--- src/rtl/scan_chain_ctrl.sv ---
// scan_chain_ctrl: load/capture/unload/compare sequencer for one scan chain
// Ports:
//   CLK, RSTB          clock (shared with the chain), async active-low reset
//   start, abort       run request (accepted in IDLE only), synchronous abort (wins over start)
//   pat_in, exp_in,    stimulus, expected capture and compare mask,
//   exp_mask           all latched when start is accepted
//   chain_so           scan out of the last cell
//   chain_se, chain_si scan enable to every cell, scan in to cell 0
//   busy, done         run in progress, one-cycle completion pulse
//   pass, captured     compare result and unloaded chain of the last completed run
module scan_chain_ctrl #(
    parameter int CHAIN_LEN = 16
) (
    input  logic                 CLK,
    input  logic                 RSTB,
    input  logic                 start,
    input  logic                 abort,
    input  logic [CHAIN_LEN-1:0] pat_in,
    input  logic [CHAIN_LEN-1:0] exp_in,
    input  logic [CHAIN_LEN-1:0] exp_mask,
    input  logic                 chain_so,
    output logic                 chain_se,
    output logic                 chain_si,
    output logic                 busy,
    output logic                 done,
    output logic                 pass,
    output logic [CHAIN_LEN-1:0] captured
);
    localparam int CNT_W = $clog2(CHAIN_LEN + 1);
    typedef enum logic [2:0] {IDLE, SHIFT_IN, CAPTURE, SHIFT_OUT, DONE} state_t;
    state_t               state_q, state_d;
    logic [CNT_W-1:0]     cnt_q, cnt_d;
    logic [CHAIN_LEN-1:0] pat_q, pat_d, exp_q, exp_d, mask_q, mask_d;
    logic [CHAIN_LEN-1:0] sh_q, sh_d, cap_q, cap_d;
    logic                 pass_q, pass_d, se_q, si_q, busy_q, done_q;
    logic                 last;
    assign last = cnt_q == CNT_W'(CHAIN_LEN - 1);
    // Unload goes into a private shift register and is committed to captured only
    // on DONE entry, so an aborted run leaves the previous result untouched.
    always_comb begin
        state_d = state_q;
        pat_d   = pat_q;
        exp_d   = exp_q;
        mask_d  = mask_q;
        sh_d    = sh_q;
        cap_d   = cap_q;
        pass_d  = pass_q;
        if (abort) begin
            state_d = IDLE;
        end else begin
            case (state_q)
                IDLE: if (start) begin
                    state_d = SHIFT_IN;
                    pat_d   = pat_in;
                    exp_d   = exp_in;
                    mask_d  = exp_mask;
                end
                SHIFT_IN: begin
                    pat_d   = pat_q << 1;
                    state_d = last ? CAPTURE : SHIFT_IN;
                end
                CAPTURE: state_d = SHIFT_OUT;
                SHIFT_OUT: begin
                    sh_d = {sh_q[CHAIN_LEN-2:0], chain_so};
                    if (last) begin
                        state_d = DONE;
                        cap_d   = sh_d;
                        pass_d  = &(~((sh_d ^ exp_q) & mask_q));
                    end
                end
                DONE: state_d = IDLE;
                default: state_d = IDLE;
            endcase
        end
        cnt_d = (state_d != state_q || state_q == IDLE) ? '0 : cnt_q + 1'b1;
    end
    always_ff @(posedge CLK or negedge RSTB) begin
        if (!RSTB) begin
            state_q <= IDLE;
            cnt_q   <= '0;
            pat_q   <= '0;
            exp_q   <= '0;
            mask_q  <= '0;
            sh_q    <= '0;
            cap_q   <= '0;
            pass_q  <= 1'b0;
            se_q    <= 1'b0;
            si_q    <= 1'b0;
            busy_q  <= 1'b0;
            done_q  <= 1'b0;
        end else begin
            state_q <= state_d;
            cnt_q   <= cnt_d;
            pat_q   <= pat_d;
            exp_q   <= exp_d;
            mask_q  <= mask_d;
            sh_q    <= sh_d;
            cap_q   <= cap_d;
            pass_q  <= pass_d;
            se_q    <= state_d == SHIFT_IN || state_d == SHIFT_OUT;
            si_q    <= state_d == SHIFT_IN && pat_d[CHAIN_LEN-1];
            busy_q  <= state_d == SHIFT_IN || state_d == CAPTURE || state_d == SHIFT_OUT;
            done_q  <= state_d == DONE;
        end
    end
    assign chain_se = se_q;
    assign chain_si = si_q;
    assign busy     = busy_q;
    assign done     = done_q;
    assign pass     = pass_q;
    assign captured = cap_q;
endmodule

--- config.mk ---
export PLATFORM = sky130hd
export DESIGN_NAME = scan_chain_ctrl
export DESIGN_NICKNAME = d
export VERILOG_FILES = /design/src/rtl/scan_chain_ctrl.sv
export SDC_FILE = /design/constraint.sdc
export NUM_CORES = 1
export LEC_CHECK = 0
export ABC_CLOCK_PERIOD_IN_PS = 2250
export CORE_AREA = 2 2 109 111
export CTS_CLUSTER_DIAMETER = 60
export DETAILED_ROUTE_END_ITERATION = 12
export DIE_AREA = 0 0 111 113
export HOLD_SLACK_MARGIN = 0.03
export SLEW_MARGIN = 20
export SYNTH_ARGS = -nofsm -noshare
export SYNTH_HDL_FRONTEND = slang
export SYNTH_SLANG_ARGS = --single-unit
export TNS_END_PERCENT = 50
--- constraint.sdc ---
create_clock -name CLK -period 2.25 [get_ports CLK]
set_input_delay 0.45 -clock CLK [delete_from_list [all_inputs] [get_ports CLK]]
set_output_delay 0.45 -clock CLK [all_outputs]
set_load 0.02 [all_outputs]
==> results of run 1 <==
==> path summary, 6_finish.rpt <==
| path | to | cells past startpoint |
|---|---|---|
| setup / recovery | cnt_q[0] | 7 |
| hold / removal | captured[11] | 1 |
| setup reg to reg | cnt_q[0] | 7 |
| hold reg to reg | cnt_q[0] | 1 |
| max in group asynchronous | mask_q[11] | 2 |
| min in group CLK | cnt_q[0] | 1 |
==> worst max-delay path, delay by kind of cell, from the launching register on <==
kind            cells  cell delay, ns
simple gates        3            0.58
compound gates      2            0.47
flops               1            0.39
fa+ha+maj           2            0.46
==> kinds of logic after synthesis <==
| kind of cell | after synthesis | share of synthesized area (%) |
|---|---|---|
| XOR/XNOR | 18 | 4.01 |
| AO/OA/AOI/OAI | 52 | 8.75 |
| buffers and inverters | 21 | 3.37 |
| multiplexers | 63 | 18.0 |
| AND/OR/NAND/NOR | 44 | 6.30 |
| flip-flops | 92 | 58.6 |
| adder cells (fa/ha/maj) | 3 | 0.955 |
==> metal layers <==
metal  up-vias  global-route usage [%]  wire [um]
met2        55                    20.9       3670
met1      1214                    18.6       3740
met4         0                    5.75        103
met3         7                    3.64        351
li1       1197                       -          -
met5         -                       0          0
==> power breakdown <==
group          leakage [nW]  internal (mW)  total (mW)  switching [mW]
clock network         0.160           1.04        1.64           0.602
registers              1.20           1.81        1.90          0.0887
logic                 0.985          0.255       0.446           0.192
total                  2.34           3.10        3.99           0.883
==> placed cells by master, fill, tap and decap left out, types with 2 or more instances in the layout <==
cell type	instances
dfrtp_1	92
mux2_2	34
a31oi_1	2
a22oi_1	23
nand2_1	16
clkdlybuf4s50_1	72
xor2_1	17
clkbuf_1	2
clkbuf_16	9
nor2_1	10
bufinv_16	2
mux2_1	29
nand4_1	2
ha_1	3
buf_4	10
clkbuf_8	2
buf_12	2
and3_1	3
o21ai_0	18
inv_1	5
and2_1	2
nor2b_1	2
==> final cells by class <==
class / count / area share, %
Multi-Input combinational cell: 180 / 29.0
Timing Repair Buffer: 84 / 16.2
Clock buffer: 13 / 5.04
Sequential cell: 92 / 44.6
Clock inverter: 3 / 1.33
Inverter: 5 / 0.364
Tap cell: 143 / 3.47
==> metrics by stage <==
| step | setup slack (ns) | hold slack, ns | std cells | area, um^2 | power (mW) |
|---|---|---|---|---|---|
| global route | 0.0508 | 0.137 | 520 | 5160 | 4.20 |
| CTS | 0.239 | 0.127 | 520 | 5160 | 4.05 |
| global placement | 0.174 | 0.446 | 504 | 4830 | 2.37 |
| detailed placement | 0.154 | 0.463 | 504 | 4830 | 2.39 |
| finish | 0.284 | 0.104 | 520 | 5160 | 3.99 |
| floorplan | 0.443 | 0.154 | 293 | 3930 | 2.17 |
==> registers in the layout (all words and copies together), names as in the netlist <==
name	cells
captured	16
state_q	3
chain_si	1
busy	1
exp_q	16
cnt_q	5
done	1
pat_q	16
chain_se	1
mask_q	16
pass	1
sh_q	15
==> run metrics, run 1 <==
sequential fraction of the synthesis area 58.6%; Synth Warn # 0; max-slew violation count 0; Setup crit start cnt_q[0]; critical path launch point type flip-flop; clock buffer count from CTS 9; initial antenna violation count 0; synth cell count leaders dfrtp_1 (92), mux2_2 (34), mux2_1 (29); FF+latch area 2300 um^2; synth-to-layout area growth 31.3%; Hold Crit Class in -> async; # diodes 0; WL final 7.87 mm; DR vias ~2500; DR pass1 iterations 4; Remaining DRCs 0; Final Util ~46%; Reg clk slew, reported paths 0.06 ns; endpoints failing setup 0; cell count after synthesis 293; Slew @ Worst Pin 0.576 ns; CTS root buffer clkbuf_16; DR WL/cell 15.1 um; first-pass GRT wire length 13.5 mm; Post-synth EDFFs 0; Die Width between 100 and 150 um; antenna-violating nets left 0; post-synth cell types 37; final critical-path required period ~2.0 ns; WS Path Type reg -> reg; vias in the first global route 2598; max_cap viols 0; clk_lat worst skew 0.34 ns; share of cells above drive strength 1 17.0%; Die Y 113 um; Synth Flop Type dfrtp_1; Post-Syn Area per Cell 13.4 um^2; ys async rst share between 90% and 100%; Overall Global Routing Usage 13.7%; CTS tree yes; top cell type by total area after synthesis dfrtp_1; nets@finish 428; Yosys top cell area share between 50 and 60%; # rows 39; synthesized area roughly 3900 um^2; slowest CP cell dfrtp_1; FF-to-FF Start cnt_q[0]; largest net degree at the start of global routing 45; ranking of synthesized cells by area dfrtp_1 (59%), mux2_2 (9.7%), mux2_1 (8.3%); Die Area 12500 um^2; H-tree Lvls 3; Initial Util 34.9%; setup tns final 0 ns; area occupied by multi-input gates 1500 um^2; DP HPWL 5.55 mm; Fmax achieved 509 MHz; Post-CTS Hold Buffers 0; count of clock tree sinks just over 90; worst-path fanout max 5; syn_nets approximately 350; RePlAce Congestion about 0.73; post_cts resized 0; DR iter-0 viols 100; Fillers between 1000 and 1500; Worst setup EP type flip-flop; arrival time worst endpoint 2.22 ns; leakage power 2.34 nW; post-CTS setup buffer count 0; Fin. Hold Viols 0; Core ar. 11300 um^2; fin crit share 87.4%; Port Buf Inserts 73; Critical Path, Cell by Cell ha_1 > and3_1 > ha_1 > nor4b_1 > o21bai_1 > a221o_1 > nor2_1; IO Count 74; power per cell area ~770 nW/um^2; RSZ-0062 raised after global routing no; DR vias/cell 4.76; worst vdd ir ~330 uV; Yosys reg bits 92; Critical Path RT 2.51 ns; r2r setup slk between 0.2 and 0.3 ns; CP max stage delay 0.39 ns; run status finished, final reports clean; CTS Buffer Depth 2; Worst slew margin 61.6%; top-count cell post-synth dfrtp_1; global route overflow 0; CP most frequent cell ha_1; Worst Skew around 0.010 ns
No activity file was read; power rests on OpenSTA's default activity.
==> run 2: changes to the inputs <==
--- a/config.mk
+++ b/config.mk
@@ -6,11 +6,12 @@
 export NUM_CORES = 1
 export LEC_CHECK = 0
 export ABC_CLOCK_PERIOD_IN_PS = 2250
-export CORE_AREA = 2 2 109 111
+export CORE_AREA = 2 2 97 99
 export CTS_CLUSTER_DIAMETER = 60
 export DETAILED_ROUTE_END_ITERATION = 12
-export DIE_AREA = 0 0 111 113
+export DIE_AREA = 0 0 99 101
 export HOLD_SLACK_MARGIN = 0.03
+export PLACE_DENSITY = 0.69
 export SLEW_MARGIN = 20
 export SYNTH_ARGS = -nofsm -noshare
 export SYNTH_HDL_FRONTEND = slang
==> run 2 against run 1 <==
Combinational power hardly changed; sequential power hardly changed; setup slack worse by 0.057 ns; non-clock buffer count is 1 lower; clock-buffer cell count is 3 lower; global-route usage is 2.9 points higher; worst hold slack better by 0.37 ns; cell area is 2.9% lower; total power is 10% lower; critical endpoint is now cnt_q[3]; largest cell class unchanged; highest routed layer unchanged.
==> run metrics, run 2 (synthesis gave the netlist of run 1 again) <==
sequential share of power 53.1% (+5.4 points); CTS tree yes; RePlAce Congestion 0.767 (+5.2%); Gate power share 12.4% (+1.2 points); Fmax achieved 494 MHz (-2.8%); commonest non-fill, non-tap cell in the layout dfrtp_1; count of clock tree sinks 92 (unchanged); clk_lat worst skew 0.36 ns (+0.02 ns); Hold Path Stages 1; setup tns final 0 ns (unchanged); R2R depth 7 (unchanged); max-slew violation count 0 (unchanged); DR vias/cell 5.09 (+7.1%); worst vdd ir 337 uV (+1.9%); IO Count 74 (unchanged); DP HPWL 5.43 mm (-2.3%); synth-to-layout area growth 27.5%; post_cts resized 0 (unchanged); Port Buf Inserts 73 (unchanged); DR vias 2481 (+0.32%); initial antenna violation count 0 (unchanged); vias in the first global route 2652 (+2.1%); worst-path fanout max 5 (unchanged); Hold Crit Class reg -> reg; Die Y 101 um (-11%); first-pass GRT wire length 13.0 mm (-3.5%); Worst Skew 0.00856 ns (-0.00178 ns); Fin. Hold Viols 0 (unchanged); area occupied by multi-input gates 1500 um^2 (unchanged); Fillers 781 (-24%); Die Width 99 um (-11%); Total Power 3.58 mW (-10%); Worst slew margin 70.6% (+9.0 points); DR iter-0 viols 70 (-30%); power per cell area 715 nW/um^2 (-7.5%); Slew @ Worst Pin 0.437 ns (-0.139 ns); final critical-path required period 2.02 ns (+0.0567 ns); H-tree Lvls 3 (unchanged); Worst setup EP type flip-flop; nets@finish 427 (-0.23%); Cell Int Power 2.72 mW (-12%); endpoints failing setup 0 (unchanged); Die Area 10000 um^2 (-20%); DR WL/cell 15.8 um (+4.6%); largest net degree at the start of global routing 72 (+60%); RSZ-0062 raised after global routing no; Critical Path RT 2.54 ns (+0.03 ns); Clk pwr share 34.4% (-6.7 points); Overall Global Routing Usage 16.6% (+2.9 points); Initial Util 43.8% (+8.9 points); share of cells above drive strength 1 17.0% (+0.045 points); # diodes 0 (unchanged); max_cap viols 0 (unchanged); WL final 7.71 mm (-2.0%); clock buffer count from CTS 9 (unchanged); Remaining DRCs 0 (unchanged); critical path launch point type flip-flop; fin crit share 89.9% (+2.5 points); Reg clk slew, reported paths 0.08 ns (+0.02 ns); arrival time worst endpoint 2.31 ns (+0.09 ns); DR pass1 iterations 4 (unchanged); commonest cells after routing, fill and taps aside dfrtp_1 (92), clkdlybuf4s50_1 (72), mux2_2 (34), mux2_1 (29), a22oi_1 (23); run status finished, final reports clean; # rows 35 (-10%); WS Path Type reg -> reg; Core ar. 8980 um^2 (-20%); FF+latch area 2300 um^2 (unchanged); CTS root buffer clkbuf_8; Psw 860 uW (-2.6%); antenna-violating nets left 0 (unchanged); global route overflow 0 (unchanged); CTS Buffer Depth 2 (unchanged); Net Sw Frac 24.0% (+1.9 points); leakage power 2.29 nW (-2.3%)
run 2: power by group through the flow:
stage | combinational [mW] | sequential, mW | clock, mW
after floorplan | 0.253 | 1.91 | 0
after global placement | 0.435 | 1.93 | 0
after detailed placement | 0.452 | 1.94 | 0
after CTS | 0.457 | 1.90 | 1.26
after global routing | 0.506 | 1.93 | 1.34
final | 0.446 | 1.90 | 1.23
run 2: cell type report:
class	instances	area share, %
well taps	111	2.77
clock inverters	6	1.72
flip-flops and latches	92	45.9
inverters	5	0.375
multi-input cells	180	29.9
repair buffers	83	16.6
clock buffers	10	2.75
run 2: final timing paths:
| check | slack (ns) | end | start |
|---|---|---|---|
| max | 0.23 | cnt_q[3] | cnt_q[0] |
| min | 0.47 | cnt_q[0] | cnt_q[0] |
| max reg2reg | 0.23 | cnt_q[3] | cnt_q[0] |
| min reg2reg | 0.47 | cnt_q[0] | cnt_q[0] |
| max in group asynchronous | 1.08 | captured[6] | RSTB |
| min in group asynchronous | 0.51 | mask_q[3] | RSTB |
run 2: stage by stage:
stage / worst slack, ns / util [%] / instances / area, um^2 / hold slack (ns)
CTS: 0.228 / 55.8 / 487 / 5010 / 0.473
floorplan: 0.443 / - / 293 / 3930 / 0.154
global route: 0.0598 / 55.8 / 487 / 5010 / 0.498
detailed placement: 0.174 / 53.2 / 470 / 4780 / 0.362
global placement: 0.195 / 53.2 / 470 / 4780 / 0.355
finish: 0.227 / 55.8 / 487 / 5010 / 0.471
run 2: worst max-delay path, cell delays in order (launching register included):
cell	delay [ns]
dfrtp_1	0.40
ha_1	0.23
and3_1	0.21
ha_1	0.23
nor4b_1	0.27
o21bai_1	0.10
a221o_1	0.38
nor2_1	0.14
run 2: metal layers:
layer / global-route usage, % / vias to the layer above / share of wire (%)
li1: - / 1192 / -
met1: 22.5 / 1230 / 45
met2: 26.9 / 46 / 50
met3: 2.70 / 13 / 2.8
met4: 6.85 / 0 / 1.7
met5: 0 / - / 0
run 2: timing repair:
action	in CTS	in global routing
hold endpoints to repair	21	0
hold buffers	1	0
setup endpoints to repair	0	0
buffers inserted	0	0
==> run 3: changes to the inputs <==
--- a/config.mk
+++ b/config.mk
@@ -5,11 +5,12 @@
 export SDC_FILE = /design/constraint.sdc
 export NUM_CORES = 1
 export LEC_CHECK = 0
+export ABC_AREA = 1
 export ABC_CLOCK_PERIOD_IN_PS = 2250
-export CORE_AREA = 2 2 97 99
+export CORE_AREA = 2 2 99 101
 export CTS_CLUSTER_DIAMETER = 60
 export DETAILED_ROUTE_END_ITERATION = 12
-export DIE_AREA = 0 0 99 101
+export DIE_AREA = 0 0 101 103
 export HOLD_SLACK_MARGIN = 0.03
 export PLACE_DENSITY = 0.69
 export SLEW_MARGIN = 20
==> run 3 against run 2 <==
Area after synthesis increased by 4.8%; largest cell class unchanged; worst hold slack got worse by 0.36 ns; combinational power increased by 18%; non-clock buffer count decreased by 3; largest power group unchanged; critical endpoint is now cnt_q[4]; sequential power about the same.
==> run metrics, run 3 <==
sequential fraction of the synthesis area 55.9% (-2.7 points); FF+latch area 2300 um^2 (unchanged); post-CTS setup buffer count 0 (unchanged); Synth Warn # 0 (unchanged); Post-CTS Hold Buffers 0 (-1); placed insts 625 (+33%); Die Y 103 um (+2.0%); Core ar. 9460 um^2 (+5.4%); Post-synth EDFFs 0 (unchanged); Fillers 893 (+14%); CP most frequent cell nand2_1; WS Path Type reg -> reg; clock buffer count from CTS 9 (unchanged); RSZ-0062 raised after global routing no; Port Buf Inserts 73 (unchanged); Worst Skew 0.00635 ns (-0.00221 ns); DP Area 4980 um^2 (+4.2%); top-count cell post-synth nand2_1; WP buf/inv 0 (unchanged); Final Util 54.8% (-0.98 points); Worst slew margin 68.0% (-2.5 points); DR iter-0 viols 134 (+91%); Total Power 3.60 mW (+0.46%); count of clock tree sinks 92 (unchanged); largest net degree at the start of global routing 93 (+29%); top cell type by total area after synthesis dfrtp_1; r2r setup slk 0.37 ns (+0.15 ns); Reg clk slew, reported paths 0.09 ns (about the same); # diodes 0 (unchanged); Hold Slack 0.115 ns (-0.356 ns); post-synth cell types 30 (-19%); Hold Crit Class in -> async; syn_nets 503 (+44%); Overall Global Routing Usage 17.5% (+0.88 points); IO Count 74 (unchanged); Remaining DRCs 0 (unchanged); Synth Flop Type dfrtp_1; Yosys top cell area share 55.9% (-2.7 points); max-slew violation count 0 (unchanged); Post-Syn Area per Cell 9.22 um^2 (-31%); DP HPWL 5.86 mm (+7.9%); post-route cell area 5190 um^2 (+3.5%); CTS Buffer Depth 2 (unchanged); arrival time worst endpoint 2.15 ns (-0.16 ns); ys async rst share 100% (unchanged); final worst slack 0.373 ns (+0.146 ns); Slew @ Worst Pin 0.479 ns (+0.0423 ns); global route overflow 0 (unchanged); leakage power 2.47 nW (+7.9%); share of cells above drive strength 1 9.49% (-7.5 points); Fmax achieved 533 MHz (+7.8%); worst-path fanout max 5 (unchanged); fin cells 641 (+32%); Initial Util 43.6% (-0.23 points); slowest CP cell dfrtp_1; Yosys reg bits 92 (unchanged); Die Width 101 um (+2.0%); # rows 36 (+2.9%); area occupied by multi-input gates 1520 um^2 (+1.3%); RePlAce Congestion 0.794 (+3.6%); fin crit share 83.4% (-6.5 points); FF-to-FF Start cnt_q[0]; DR WL/cell 13.1 um (-17%); final critical-path required period 1.88 ns (-0.146 ns); H-tree Lvls 3 (unchanged); DR pass1 iterations 5 (+1); CTS root buffer clkbuf_8; max_cap viols 0 (unchanged); power per cell area 693 nW/um^2 (-3.0%); CP max stage delay 0.41 ns (about the same); cell count after synthesis 447 (+53%); initial antenna violation count 0 (unchanged); commonest cells after routing, fill and taps aside nand2_1 (119), dfrtp_1 (92), clkdlybuf4s50_1 (72), inv_1 (54), o21ai_0 (48); antenna-violating nets left 0 (unchanged); Critical Path RT 2.53 ns (about the same); Critical Path, Cell by Cell ha_1 > and3_1 > ha_1 > nand2_1 > nand2_1 > nand2_1 > nand2_2 > nand2_1 > nand3_2 > nor3_1; CP delay by family, top simple AND/OR/NAND/NOR gates; post_cts resized 0 (unchanged); synth-to-layout area growth 25.9%; commonest non-fill, non-tap cell in the layout nand2_1; Worst setup EP type flip-flop; endpoints failing setup 0 (unchanged); synthesized area 4120 um^2 (+4.8%); Place WS 0.226 ns (+0.0521 ns); DR vias 3166 (+28%); critical path launch point type flip-flop; run status finished, final reports clean; Die Area 10400 um^2 (+4.0%); worst vdd ir 307 uV (-9.1%); ranking of synthesized cells by area dfrtp_1 (56%), nand2_1 (11%), o21ai_0 (5.8%); first-pass GRT wire length 14.2 mm (+9.1%); Fin. Hold Viols 0 (unchanged); DR vias/cell 4.94 (-3.0%); WL final 8.38 mm (+8.7%); synth cell count leaders nand2_1 (119), dfrtp_1 (92), inv_1 (54); R2R depth 10 (+3); setup tns final 0 ns (unchanged); CTS tree yes; Worst R2R End cnt_q[4]; nets@finish 578 (+35%); clk_lat worst skew 0.37 ns (about the same); vias in the first global route 3134 (+18%)
[run 3: kinds of logic (layout without fill, tap and decap cells)]
family                     after synthesis  in the layout  synth area share, %
DFF                                     92             92                 55.9
buffers and inverters                   72            152                 7.41
muxes                                   23             23                 6.29
xor gates and xnor gates                 2              2                0.425
adders and majority gates                3              3                0.911
AOI/OAI and AO/OA                       66             66                 9.29
and+or+nand+nor                        189            189                 19.8
[run 3: how the worst max path moves through the flow]
stage                     cells past startpoint           to      from  slack, ns
after floorplan                               9  captured[1]  cnt_q[0]       0.58
after global placement                        5    mask_q[7]     abort       0.27
after detailed placement                      8  captured[9]     abort       0.23
after CTS                                    10     cnt_q[4]  cnt_q[0]       0.34
after global routing                         10     cnt_q[4]  cnt_q[0]       0.17
final                                        10     cnt_q[4]  cnt_q[0]       0.37
[run 3: power by group]
part           leakage, nW  switching, mW  internal [mW]  total, mW
logic                 1.21          0.266          0.260      0.525
clock network        0.106          0.576          0.576       1.15
registers             1.15         0.0967           1.82       1.92
total                 2.47          0.938           2.66       3.60
[run 3: area by class of cell]
cell class,count,area share (%)
Timing Repair Buffer,80,15.5
Sequential cell,92,44.4
Inverter,56,4.05
Clock inverter,5,1.16
Clock buffer,11,2.92
Multi-Input combinational cell,283,29.2
Tap cell,114,2.75
[run 3: layer usage]
metal / global-route usage (%) / vias to the layer above / share of wire [%]
li1: - / 1572 / -
met1: 22.0 / 1507 / 44
met2: 29.8 / 80 / 49
met3: 5.29 / 7 / 5.3
met4: 4.47 / 0 / 1.2
met5: 0 / - / 0
[run 3: worst reg2reg max path: cells and delay by family, from the launching register on]
family        cells  cell delay [ns]
flops             1             0.41
simple gates      8             0.93
fa+ha+maj         2             0.43
==> edit: new RTL, config.mk and constraints of run 1 <==
Encoding of `state_t`: now one-hot (5 bits for 5 states).
--- a/src/rtl/scan_chain_ctrl.sv
+++ b/src/rtl/scan_chain_ctrl.sv
@@ -27,7 +27,7 @@
     output logic [CHAIN_LEN-1:0] captured
 );
     localparam int CNT_W = $clog2(CHAIN_LEN + 1);
-    typedef enum logic [2:0] {IDLE, SHIFT_IN, CAPTURE, SHIFT_OUT, DONE} state_t;
+    typedef enum logic [4:0] {IDLE = 5'b00001, SHIFT_IN = 5'b00010, CAPTURE = 5'b00100, SHIFT_OUT = 5'b01000, DONE = 5'b10000} state_t;
     state_t               state_q, state_d;
     logic [CNT_W-1:0]     cnt_q, cnt_d;
     logic [CHAIN_LEN-1:0] pat_q, pat_d, exp_q, exp_d, mask_q, mask_d;
Behaviour: no difference found for any inputs over 10 cycles, from zero or initial values and one cycle with RSTB low; not proved beyond that.
==> edit against run 1 <==
- sequential cell count is 2 higher
- area after synthesis is 6.2% higher
- sequential share of layout area is 1.5 points lower
- critical path depth is 1 lower
- final cell count is 1.2% higher
- largest cell class unchanged
- setup slack worse by 0.15 ns
- critical endpoint is now pat_q[9]
- count of clock-buffer cells in the layout stayed put
- final area is 5.7% higher
- via count is 3.2% higher
- wire length is 6.8% higher
Power is not compared: it rests on default switching activity, and its combinational part moved more than twofold at a synthesized area within 25%.
==> edit: results (changes against run 1) <==
[final_layout]
layout.nets = 433  ; was 428
insertedDiodeCount = 0  ; unchanged
fill_cells = 1037  ; was 1034
layout-drive-gt1-share_pct = 30.0  ; was 17.0%

[yosys]
ys_types = 36  ; was 37
synth_common_cells = dfrtp_1 (93), mux2_2 (47), mux2_4 (29)  ; was dfrtp_1 (92), mux2_2 (34), mux2_1 (29)
ys_seq_area_share_pct = 56.4  ; was 58.6%
async_reset_ff_share_pct = 100  ; unchanged
synthFlopType = dfrtp_1  ; unchanged
yosysWarningCount = 0  ; unchanged
synthTopCellsByArea = dfrtp_1 (56%), mux2_2 (13%), mux2_4 (10%)  ; was dfrtp_1 (59%), mux2_2 (9.7%), mux2_1 (8.3%)
synth_nets = 347  ; was 349

[cts]
clockRootBuffer = clkbuf_16  ; unchanged
clock_latency_ns = 0.34  ; about the same
clk_pin_slew_ns = 0.06  ; about the same
cts_max_level = 3  ; unchanged
numCtsBuffers = 9  ; unchanged
clk_path_buf_depth = 2  ; unchanged
cts_setup_buffers = 0  ; unchanged

[grt]
grt_start_max_net_pins = 38  ; was 45
track_usage_pct = 14.5  ; was 13.7%
grt_pass1_wl_um = 14200  ; was 13500 µm
first_global_vias = 2725  ; was 2598
antenna_found_initial = 0  ; unchanged

[timing]
clock_skew_ns = 0.00494  ; was 0.0103 ns
relSlewSlack_pct = 64.4  ; was 61.6%
hold_violations = 0  ; unchanged

[detailed_routing]
first_pass_iters = 4  ; unchanged
post-route-drc-count = 0  ; unchanged
vias_per_cell = 4.85  ; was 4.76
wirelength_um = 8410  ; was 7870 µm
drtIter0Drc = 85  ; was 100

[critical_path]
cp_slowest_cell = or3b_2  ; was dfrtp_1
critical-path-top-delay-family = simple AND/OR/NAND/NOR gates  ; unchanged
max_stage_delay_ns = 0.51  ; was 0.39 ns
crit_fanout = 14  ; was 5
crit_arrival_ns = 2.33  ; was 2.22 ns

[status]
status = finished, final reports clean  ; unchanged

[worst_hold_path]
min-delay-path-class = reg -> reg  ; was in -> async

[placed_design]
place.port_buffers = 73  ; unchanged
dp_hpwl_um = 5800  ; was 5550 µm
placed_area_mm2 = 0.00513  ; was 0.00483 mm²
place_congestion = 0.747  ; was 0.729

[power_and_ir_drop]
p_leak_nw = 2.63
vdd_drop_max_mv = 0.479

## edit: changes by cell type after synthesis, moves of 12 or more
cell / delta
o21ai_0: -14
a22oi_1: -14
mux2_2: +13
mux2_1: -29
mux2_4: +29
a22o_1: +12
## edit: what timing repair did
action / CTS / global route
setup endpoints to repair: 0 / 3
hold buffers: 1 / 0
resized for setup: 0 / 3
hold endpoints to repair: 22 / 0
## edit: final cells by class
| cell class | count | share of cell area [%] |
|---|---|---|
| Sequential cell | 94 | 43.2 |
| Multi-Input combinational cell | 175 | 31.2 |
| Timing Repair Buffer | 88 | 16.2 |
| Clock buffer | 13 | 4.77 |
| Tap cell | 143 | 3.28 |
| Clock inverter | 3 | 0.780 |
| Inverter | 10 | 0.688 |
## edit: final timing paths
| path | startpoint | to | slack (ns) | depth (start not counted) |
|---|---|---|---|---|
| min in group asynchronous | RSTB | state_q[3] | 0.56 | 2 |
| min | cnt_q[0] | cnt_q[0] | 0.47 | 1 |
| min reg2reg | cnt_q[0] | cnt_q[0] | 0.47 | 1 |
| max | abort | pat_q[9] | 0.14 | 6 |
| max reg2reg | cnt_q[0] | cnt_q[0] | 0.18 | 7 |
| max in group asynchronous | RSTB | pat_q[6] | 1.12 | 3 |
## edit: kinds of logic after synthesis
family / Yosys count / share of synthesized area (%)
compound gates: 39 / 7.19
xor+xnor: 19 / 3.98
fa+ha+maj: 3 / 0.839
buf+inv: 23 / 3.33
flops: 94 / 56.4
mux: 77 / 23.3
simple gates: 37 / 4.97
## edit: power by group
group	leakage [nW]	total [mW]	internal (mW)	switching, mW
Combinational	1.26	0.964	0.608	0.356
Clock	0.146	1.54	0.921	0.619
Sequential	1.22	2.20	2.01	0.189
Total	2.63	4.70	3.54	1.16
## edit: layer usage
layer,track usage [%],up-vias,share of wire [%],routed length (µm)
met4,7.25,0,2.2,188
li1,-,1213,-,-
met5,0,-,0,0
met3,4.28,14,6.4,542
met1,18.9,1258,45,3800
met2,22.2,67,46,3880
## edit: stage by stage
stage	utilization (%)	setup slack [ns]	TNS (ns)	std cells	hold WS, ns
floorplan	-	0.143	0	292	0.154
finish	48.4	0.139	0	526	0.471
CTS	48.3	0.101	0	526	0.469
global placement	45.5	-0.187	-2.41	509	0.383
global route	48.4	0.0234	0	526	0.503
detailed placement	45.5	-0.214	-2.62	509	0.383
